`src/rtl/attribute_scanner_pkg.sv`:
```
// Shared widths, character constants and scanner state encoding.
package attribute_scanner_pkg;

    localparam int unsigned CHAR_BITES          = 8;
    localparam int unsigned ATTRIBUTE_VAL_BITES = 16;

    localparam logic [CHAR_BITES-1:0] CH_SPACE   = 8'h20;
    localparam logic [CHAR_BITES-1:0] CH_EQ      = 8'h3D;
    localparam logic [CHAR_BITES-1:0] CH_CLOSE   = 8'h3E;
    localparam logic [CHAR_BITES-1:0] CH_DIGIT_0 = 8'h30;
    localparam logic [CHAR_BITES-1:0] CH_DIGIT_9 = 8'h39;
    localparam logic [CHAR_BITES-1:0] CH_LOWER_A = 8'h61;
    localparam logic [CHAR_BITES-1:0] CH_LOWER_Z = 8'h7A;

    typedef enum logic [2:0] {
        S_IDLE     = 3'd0,
        S_PRIME    = 3'd1,
        S_NAME     = 3'd2,
        S_EQUALS   = 3'd3,
        S_VALUE    = 3'd4,
        S_WAIT_FIN = 3'd5,
        S_DONE     = 3'd6,
        S_ERROR    = 3'd7
    } scan_state_e;

endpackage

```
`src/rtl/attr_char_class.sv`:
```
// Combinational classifier for the attribute grammar alphabet.
module attr_char_class
    import attribute_scanner_pkg::*;
(
    input  logic [CHAR_BITES-1:0] ch,
    output logic                  is_letter,
    output logic                  is_digit,
    output logic                  is_space,
    output logic                  is_eq,
    output logic                  is_close
);

    assign is_letter = (ch >= CH_LOWER_A) && (ch <= CH_LOWER_Z);
    assign is_digit  = (ch >= CH_DIGIT_0) && (ch <= CH_DIGIT_9);
    assign is_space  = (ch == CH_SPACE);
    assign is_eq     = (ch == CH_EQ);
    assign is_close  = (ch == CH_CLOSE);

endmodule

```
`src/rtl/attribute_scanner.sv`:
```
// Walks "name=digits " attributes of one tag from the document ROM, drives
// integer_parser and emits one (name, value) write per completed attribute.
module attribute_scanner
    import attribute_scanner_pkg::*;
#(
    parameter int unsigned ADDR_W    = 16,
    parameter int unsigned MAX_ATTRS = 8,
    parameter int unsigned MAX_LEN   = 255
) (
    input  logic                           clock,
    input  logic                           reset,
    input  logic                           start,
    input  logic [ADDR_W-1:0]              start_addr,
    output logic [ADDR_W-1:0]              rom_addr,
    input  logic [CHAR_BITES-1:0]          rom_data,
    output logic [CHAR_BITES-1:0]          char,
    output logic                           int_enable,
    input  logic [ATTRIBUTE_VAL_BITES-1:0] int_value,
    input  logic                           int_finished,
    output logic [CHAR_BITES-1:0]          attr_name,
    output logic [ATTRIBUTE_VAL_BITES-1:0] attr_value,
    output logic                           attr_write,
    output logic                           busy,
    output logic                           done,
    output logic                           error,
    output logic [ADDR_W-1:0]              end_addr
);

    localparam int unsigned CNT_W = $clog2(MAX_ATTRS + 1);
    localparam int unsigned LEN_W = $clog2(MAX_LEN + 1);

    scan_state_e                    state_q, state_d;
    logic [ADDR_W-1:0]              rom_addr_q, rom_addr_d;
    logic [ADDR_W-1:0]              end_addr_q, end_addr_d;
    logic [CHAR_BITES-1:0]          attr_name_q, attr_name_d;
    logic [ATTRIBUTE_VAL_BITES-1:0] attr_value_q, attr_value_d;
    logic [CNT_W-1:0]               cnt_q, cnt_d;
    logic [LEN_W-1:0]               len_q, len_d;
    logic                           attr_write_q, attr_write_d;
    logic                           busy_q, busy_d;
    logic                           done_q, done_d;
    logic                           error_q, error_d;
    logic                           int_enable_q, int_enable_d;

    logic              is_letter, is_digit, is_space, is_eq, is_close;
    logic              len_over;
    logic [ADDR_W-1:0] char_addr;

    // Classify the character currently presented by the ROM.
    attr_char_class u_class (
        .ch        (rom_data),
        .is_letter (is_letter),
        .is_digit  (is_digit),
        .is_space  (is_space),
        .is_eq     (is_eq),
        .is_close  (is_close)
    );

    // rom_addr runs one ahead of the presented char in every consuming state.
    assign char_addr = rom_addr_q - ADDR_W'(1);
    assign len_over  = (len_q == LEN_W'(MAX_LEN));

    // Next-state and registered-output logic.
    always_comb begin
        state_d      = state_q;
        rom_addr_d   = rom_addr_q;
        end_addr_d   = end_addr_q;
        attr_name_d  = attr_name_q;
        attr_value_d = attr_value_q;
        cnt_d        = cnt_q;
        len_d        = len_q;
        busy_d       = busy_q;
        attr_write_d = 1'b0;
        done_d       = 1'b0;
        error_d      = 1'b0;

        if (done_q || error_q) begin
            busy_d = 1'b0;
        end

        case (state_q)
            S_IDLE: begin
                if (start && !busy_q) begin
                    state_d    = S_PRIME;
                    rom_addr_d = start_addr;
                    cnt_d      = '0;
                    len_d      = '0;
                    busy_d     = 1'b1;
                end
            end
            S_PRIME: begin
                rom_addr_d = rom_addr_q + ADDR_W'(1);
                state_d    = S_NAME;
            end
            S_NAME: begin
                if (len_over) begin
                    state_d    = S_ERROR;
                    end_addr_d = char_addr;
                end else begin
                    len_d      = len_q + LEN_W'(1);
                    rom_addr_d = rom_addr_q + ADDR_W'(1);
                    if (is_letter) begin
                        attr_name_d = rom_data;
                        state_d     = S_EQUALS;
                    end else if (is_close) begin
                        state_d    = S_DONE;
                        end_addr_d = char_addr;
                    end else if (!is_space) begin
                        state_d    = S_ERROR;
                        end_addr_d = char_addr;
                    end
                end
            end
            S_EQUALS: begin
                if (len_over || !is_eq) begin
                    state_d    = S_ERROR;
                    end_addr_d = char_addr;
                end else begin
                    len_d      = len_q + LEN_W'(1);
                    rom_addr_d = rom_addr_q + ADDR_W'(1);
                    state_d    = S_VALUE;
                end
            end
            S_VALUE: begin
                if (len_over || !(is_digit || is_space)) begin
                    state_d    = S_ERROR;
                    end_addr_d = char_addr;
                end else begin
                    len_d = len_q + LEN_W'(1);
                    if (is_digit) begin
                        rom_addr_d = rom_addr_q + ADDR_W'(1);
                    end else begin
                        // Hold so the char after the space is re-fetched for NAME.
                        state_d = S_WAIT_FIN;
                    end
                end
            end
            S_WAIT_FIN: begin
                // Restore the one-ahead lookahead lost by the hold in VALUE.
                rom_addr_d = rom_addr_q + ADDR_W'(1);
                if (!int_finished || (cnt_q == CNT_W'(MAX_ATTRS))) begin
                    state_d    = S_ERROR;
                    end_addr_d = char_addr;
                end else begin
                    attr_value_d = int_value;
                    attr_write_d = 1'b1;
                    cnt_d        = cnt_q + CNT_W'(1);
                    state_d      = S_NAME;
                end
            end
            S_DONE: begin
                done_d  = 1'b1;
                state_d = S_IDLE;
            end
            S_ERROR: begin
                error_d = 1'b1;
                state_d = S_IDLE;
            end
            default: state_d = S_IDLE;
        endcase

        int_enable_d = (state_d == S_VALUE) || (state_d == S_WAIT_FIN);
    end

    // State and output registers with synchronous reset.
    always_ff @(posedge clock) begin
        if (reset) begin
            state_q      <= S_IDLE;
            rom_addr_q   <= '0;
            end_addr_q   <= '0;
            attr_name_q  <= '0;
            attr_value_q <= '0;
            cnt_q        <= '0;
            len_q        <= '0;
            attr_write_q <= 1'b0;
            busy_q       <= 1'b0;
            done_q       <= 1'b0;
            error_q      <= 1'b0;
            int_enable_q <= 1'b0;
        end else begin
            state_q      <= state_d;
            rom_addr_q   <= rom_addr_d;
            end_addr_q   <= end_addr_d;
            attr_name_q  <= attr_name_d;
            attr_value_q <= attr_value_d;
            cnt_q        <= cnt_d;
            len_q        <= len_d;
            attr_write_q <= attr_write_d;
            busy_q       <= busy_d;
            done_q       <= done_d;
            error_q      <= error_d;
            int_enable_q <= int_enable_d;
        end
    end

    assign char       = rom_data;
    assign rom_addr   = rom_addr_q;
    assign end_addr   = end_addr_q;
    assign attr_name  = attr_name_q;
    assign attr_value = attr_value_q;
    assign attr_write = attr_write_q;
    assign busy       = busy_q;
    assign done       = done_q;
    assign error      = error_q;
    assign int_enable = int_enable_q;

endmodule

```
`config.mk`:
```
export PLATFORM = sky130hd
export DESIGN_NAME = attribute_scanner
export DESIGN_NICKNAME = d
export VERILOG_FILES = /design/src/rtl/attribute_scanner_pkg.sv /design/src/rtl/attr_char_class.sv /design/src/rtl/attribute_scanner.sv
export SDC_FILE = /design/constraint.sdc
export NUM_CORES = 1
export LEC_CHECK = 0
export CAP_MARGIN = 20
export CORE_MARGIN = 5
export CORE_UTILIZATION = 25
export CTS_CLUSTER_DIAMETER = 200
export CTS_CLUSTER_SIZE = 14
export DETAILED_ROUTE_END_ITERATION = 12
export PLACE_DENSITY_LB_ADDON = 0.05
export SYNTH_ARGS = -nofsm -noshare
export SYNTH_HDL_FRONTEND = slang
export SYNTH_SLANG_ARGS = --single-unit
```
`constraint.sdc`:
```
create_clock -name clock -period 2.9 [get_ports clock]
set_clock_uncertainty 0.15 [all_clocks]
set_input_delay 0.58 -clock clock [delete_from_list [all_inputs] [get_ports clock]]
set_output_delay 0.58 -clock clock [all_outputs]
set_load 0.02 [all_outputs]
```
==> flow_summary_export.csv, run 1 <==
group,metric,value,unit
drt,drtPass1Iterations,4,
setup_path,r2r-start,"len_q[0]",
setup_path,crit_buf_inv,3,
setup_path,cpMaxStageDelayCell,"clkdlybuf4s50_1",
setup_path,cpMostUsedCell,"clkdlybuf4s50_1",
logic_synthesis,synth_seq_area_share,38.6,%
setup_path,r2r_slack,0.39,ns
power,seq_power_share,27.2,%
drt,met2_length,5.30,mm
power,power_density,1070,nW/um2
drt,maxUsedRoutingLayer,"met4",
sta,fin_setup_tns,0,ns
placed_design,dp.cells,806,
die,start_util,25.2,%
cts,htree_levels,3,
sta,rsz0062_at_grt,"false",
logic_synthesis,yosysTopAreaCell,"dfxtp_1",
power,power.internal,3.56,mW
cts,clk_pin_slew,0.06,ns
final_layout,area_delta_synth_final,44.2,%
placed_design,pre_cts_ws,-0.107,ns
power,leakagePower,1.94,nW
setup_path,critical_path.top_delay_family,"buffers and inverters",
sta,report.final.slew_viol_count,0,
final_layout,fin_area,5680,um2
global_route,grt_max_degree,71,
sta,worst_pin_slew,0.855,ns
logic_synthesis,synth_edf_count,0,
cts,cts_root_buf,"clkbuf_16",
setup_path,worstPathMaxFanout,8,
outcome,status,"complete, no violations",
setup_path,max_stage_delay,0.64,ns
sta,fin_crit_sh,94.0,%
setup_path,r2r_cells,9,
setup_path,cp-end-kind,"primary output",
min_path,hold_start,"attr_value[12]",
drt,wl_met1,5.60,mm
drt,vias,3827,
sta,fin_crit,2.73,ns
logic_synthesis,synth_common_cells,"76 x dfxtp_1, 76 x nand2_1, 61 x nor2_1",
power,p_sw_share,41.6,%
setup_path,cp.depth,3,
setup_path,path_cells,"clkdlybuf4s50_1 -> buf_4 -> clkdlybuf4s50_1",
power,power.total,6.09,mW
drt,routedWlPerCell,14.7,um
die,coreArea,15700,um2
global_route,grt-ovfl-total,0,
cts,hold_buffers,0,
min_path,hold_depth,2,
die,fp-row-count,46,
logic_synthesis,synth-async-reset-ratio,0,%
logic_synthesis,synthTopCellsByArea,"dfxtp_1 39%, nand2_1 7.2%, a21oi_1 6.0%, nor2_1 5.8%, a211oi_2 4.1%",
logic_synthesis,ys.flop_type,"dfxtp_1",
die,die_w,136,um
logic_synthesis,synth.distinct_cells,54,
logic_synthesis,syn_nets,549,
final_layout,final_util,36.3,%
die,io-pin-count,113,
drt,wl_met3,1.04,mm
setup_path,startpoint,"rom_data[0]",
final_layout,layout.nets,650,
sta,max_freq,367,MHz
global_route,grt_pass1_wl,19.2,mm
sta,setup_viol,0,
global_route,grt_pass1_vias,3596,
setup_path,setup.worst_path.start_class,"input port",
placed_design,portBuffers,112,
logic_synthesis,syn_avg_cell_area,7.89,um2
sta,final_hold_viol_count,0,
sta,fin_ws,0.173,ns
drt,drt-total-wl,12.1,mm
cts,cts_buffers,9,
setup_path,required,2.17,ns
setup_path,crit_arrival,2.00,ns
cts,clk_latency,0.34,ns
drt,routed_via_density,4.66,
die,die_area,18400,um2
logic_synthesis,synth_seq_cells,76,
min_path,holdPathEnd,"attr_value[12]",
power,clkPwrFrac,21.9,%
logic_synthesis,synth_top_area_share,38.6,%
drt,drc,0,
cts,cts_tree,"yes",
logic_synthesis,synthesis.instances,500,
min_path,hold_class,"flip-flop to flip-flop",
placed_design,hpwl,8.76,mm
run,cap_violations,0,
logic_synthesis,synth_area,3940,um2
placed_design,gp_routability_congestion,0.778,
power,combPwrFrac,51.0,%
cts,cts_sinks,76,
logic_synthesis,ys_warn_count,0,
power,vdd_drop_max,413,uV
setup_path,crit_type,"input port to primary output",
setup_path,rr_endpoint,"end_addr[0]",
sta,relSlewSlack,43.0,%
final_layout,stdcell_count,822,
final_layout,final_layout_size_suffix_gt1_share,10.9,%
die,die_y,136,um
final_layout,diodes,0,
global_route,antenna_found_initial,0,
global_route,grt_use_total,13.2,%
power,netSwitchingPower,2.53,mW
sta,whs,0.302,ns
placed_design,place_area,5330,um2
drt,final_antenna_net_count,0,
cts,clock_tree.buffer_depth,2,
drt,drt_iter0_markers,150,
==> routing by layer <==
layer	vias up	GRT usage, %
met5	-	0
met4	0	3.70
met3	11	5.46
met2	109	19.9
met1	1757	17.5
li1	1950	-
==> state kept, by name (all words and copies together), names as in the netlist <==
register	cells
busy	1
cnt_q	4
attr_write	1
rom_addr	16
done	1
error	1
attr_value	16
len_q	8
end_addr	16
state_q	3
attr_name	8
int_enable	1
==> tightest hold or removal path: stages (launching register included) <==
cell and delay, ns:
dfxtp_1 0.30, nand2_1 0.05, a21oi_1 0.05
==> worst max-delay path by stage <==
| stage | end | slack [ns] |
|---|---|---|
| detailed placement | len_q[2] | -0.11 |
| floorplan | rom_addr[12] | 0.65 |
| global placement | len_q[2] | 0.003 |
| finish | char[0] | 0.17 |
| CTS | char[0] | 0.17 |
| global route | len_q[7] | 0.06 |
==> cell families (layout without fill, tap and decap cells) <==
logic type                 after synthesis  count (layout)  share of synthesized area [%]
AOI/OAI and AO/OA                      128             128                           23.2
xor gates and xnor gates                15              15                           3.33
adders and majority gates                5               5                           1.59
muxes                                    6               6                           1.52
buffers and inverters                   59             165                           7.08
and+or+nand+nor                        211             211                           24.7
DFF                                     76              76                           38.6
==> area by class of cell <==
| class | count | area [um2] |
|---|---|---|
| clock buffers | 12 | 256 |
| clock inverters | 4 | 95.1 |
| fillers | 1662 | 9970 |
| inverters | 10 | 37.5 |
| multi-input cells | 365 | 2150 |
| flip-flops and latches | 76 | 1520 |
| well taps | 216 | 270 |
| repair buffers | 139 | 1360 |
==> timing repair <==
item / CTS / global route
setup endpoints to repair: 0 / 5
gates resized for setup: 0 / 1
setup buffers: 0 / 0
==> cell usage in the layout (no fill, tap or decap), types with 3 or more instances in the layout <==
cell type / instances
nor2b_1: 3
nor3_1: 15
xor2_1: 4
xnor2_1: 11
bufinv_16: 3
nor4_1: 4
and2_1: 4
a21oi_1: 47
ha_1: 5
dfxtp_1: 76
o2bb2ai_1: 3
nand3_1: 15
nor3b_1: 4
nand2_1: 76
inv_1: 10
nand4_1: 8
mux2i_1: 6
buf_4: 24
o21ai_1: 3
o211ai_1: 3
nor2_1: 61
a311oi_1: 3
o31ai_1: 9
clkbuf_16: 9
or4_1: 6
o21ai_0: 19
nand2b_1: 8
a31oi_1: 4
clkdlybuf4s50_1: 111
a211oi_2: 14
buf_12: 3
==> power by group through the flow <==
| stage | clock network [mW] | logic, mW | registers (mW) |
|---|---|---|---|
| after floorplan | 0 | 1.95 | 1.72 |
| after global placement | 0 | 3.12 | 1.67 |
| after detailed placement | 0 | 3.12 | 1.68 |
| after CTS | 1.38 | 3.14 | 1.65 |
| after global routing | 1.41 | 3.42 | 1.71 |
| final | 1.33 | 3.10 | 1.66 |
No activity file was read; power rests on OpenSTA's default activity.
==> inputs of run 2 (changes only) <==
--- a/config.mk
+++ b/config.mk
@@ -12,6 +12,7 @@
 export CTS_CLUSTER_SIZE = 14
 export DETAILED_ROUTE_END_ITERATION = 12
 export PLACE_DENSITY_LB_ADDON = 0.05
+export RECOVER_POWER = 100
 export SYNTH_ARGS = -nofsm -noshare
 export SYNTH_HDL_FRONTEND = slang
 export SYNTH_SLANG_ARGS = --single-unit
==> flow_summary_export.csv, run 2 (synthesis gave the netlist of run 1 again) <==
group,metric,value,unit
outcome,status,"finished, violations left",
outcome,violations,"capacitance limit, slew limit",
cts,cts_sinks,76,
global_route,grt_max_degree,71,
sta,max_freq,357,MHz
setup_path,cp-end-kind,"primary output",
setup_path,required,2.17,ns
placed_design,pre_cts_ws,-0.107,ns
sta,fin_crit,2.80,ns
die,io-pin-count,113,
sta,fin_crit_sh,96.5,%
power,vdd_drop_max,411,uV
drt,drt_iter0_markers,178,
final_layout,layout_common_cells,"76 x nand2_1, 76 x dfxtp_1, 70 x dlygate4sd3_1",
die,coreArea,15700,um2
cts,cts_tree,"yes",
placed_design,portBuffers,112,
min_path,hold_class,"flip-flop to flip-flop",
drt,final_antenna_net_count,0,
cts,cts_buffers,9,
cts,cts_resized,0,
global_route,grt_pass1_wl,19.2,mm
cts,clk_pin_slew,0.06,ns
global_route,grt-ovfl-total,0,
sta,relSlewSlack,-7.36,%
setup_path,crit_buf_inv,3,
global_route,grt_pass1_vias,3596,
setup_path,path_cells,"dlygate4sd3_1 -> buf_4 -> clkdlybuf4s50_1",
final_layout,fill_cells,1676,
cts,cts_root_buf,"clkbuf_16",
final_layout,layout.nets,650,
sta,fin_setup_tns,0,ns
final_layout,final_layout_size_suffix_gt1_share,9.24,%
setup_path,setup.worst_path.start_class,"input port",
drt,drtPass1Iterations,4,
sta,report.final.slew_viol_count,71,
global_route,grt_use_total,13.2,%
placed_design,gp_routability_congestion,0.778,
sta,fin_ws,0.103,ns
die,die_w,136,um
setup_path,max_stage_delay,0.71,ns
final_layout,multiInputGateArea,2100,um2
power,power_density,1040,nW/um2
cts,clk_latency,0.34,ns
cts,clock_tree.buffer_depth,2,
die,start_util,25.2,%
setup_path,critical_path.top_delay_family,"buffers and inverters",
run,cap_violations,1,
final_layout,diodes,0,
setup_path,cpMaxStageDelayCell,"dlygate4sd3_1",
global_route,antenna_found_initial,0,
drt,drt-total-wl,12.1,mm
die,fp-row-count,46,
setup_path,worstPathMaxFanout,8,
drt,drc,0,
cts,htree_levels,3,
sta,setup_viol,0,
power,leakagePower,2.10,nW
cts,hold_buffers,0,
setup_path,crit_arrival,2.07,ns
final_layout,area_delta_synth_final,42.1,%
placed_design,hpwl,8.76,mm
cts,postCtsSetupBuffers,0,
drt,routed_via_density,4.68,
die,die_y,136,um
drt,vias,3844,
sta,worst_pin_slew,1.61,ns
sta,rsz0062_at_grt,"false",
setup_path,crit_type,"input port to primary output",
die,die_area,18400,um2
power,power.total,5.85,mW
sta,final_hold_viol_count,0,
drt,routedWlPerCell,14.7,um
final_layout,register_area,1520,um2
[run 2: metal layers]
layer | vias up | GRT usage [%] | part of all wire [%]
met5 | - | 0 | 0
met4 | 0 | 3.70 | 1.3
met3 | 11 | 5.46 | 8.5
met2 | 104 | 19.9 | 44
met1 | 1773 | 17.5 | 46
li1 | 1956 | - | -
[run 2: cell type report]
| type | count | share of cell area [%] |
|---|---|---|
| flip-flops and latches | 76 | 27.2 |
| repair buffers | 139 | 23.5 |
| multi-input cells | 365 | 37.5 |
| clock buffers | 12 | 4.58 |
| well taps | 216 | 4.82 |
| clock inverters | 4 | 1.70 |
| inverters | 10 | 0.670 |
[run 2: worst reg2reg max path, cell delays in order (launching register included)]
cell and delay, ns:
dfxtp_1 0.37, ha_1 0.24, nand3_1 0.18, o21a_1 0.24, clkbuf_1 0.13, a31o_1 0.25, a221oi_1 0.43, buf_12 0.25
mux2i_1 0.21, nor2_1 0.05
[run 2: final timing paths]
check                 startpoint             end  slack (ns)  depth (start not counted)
setup reg to reg        len_q[0]     end_addr[0]        0.24                          9
hold reg to reg   attr_value[12]  attr_value[12]        0.30                          2
hold / removal    attr_value[12]  attr_value[12]        0.30                          2
setup / recovery     rom_data[0]         char[0]        0.10                          3
[run 2: where the power goes]
group / switching [mW] / total (mW) / internal [mW]
logic: 1.66 / 2.87 / 1.21
clock network: 0.444 / 1.33 / 0.887
registers: 0.358 / 1.65 / 1.29
total: 2.46 / 5.85 / 3.38
[run 2: through the flow]
| stage | instance area [um2] | instances | utilization [%] | hold WS, ns |
|---|---|---|---|---|
| after CTS | 5680 | 822 | 36.3 | 0.305 |
| after detailed placement | 5330 | 806 | 34.0 | 0.297 |
| after floorplan | 3940 | 500 | - | 0.299 |
| after global routing | 5600 | 822 | 35.8 | 0.325 |
| after global placement | 5330 | 806 | 34.0 | 0.293 |
| final | 5600 | 822 | 35.8 | 0.299 |
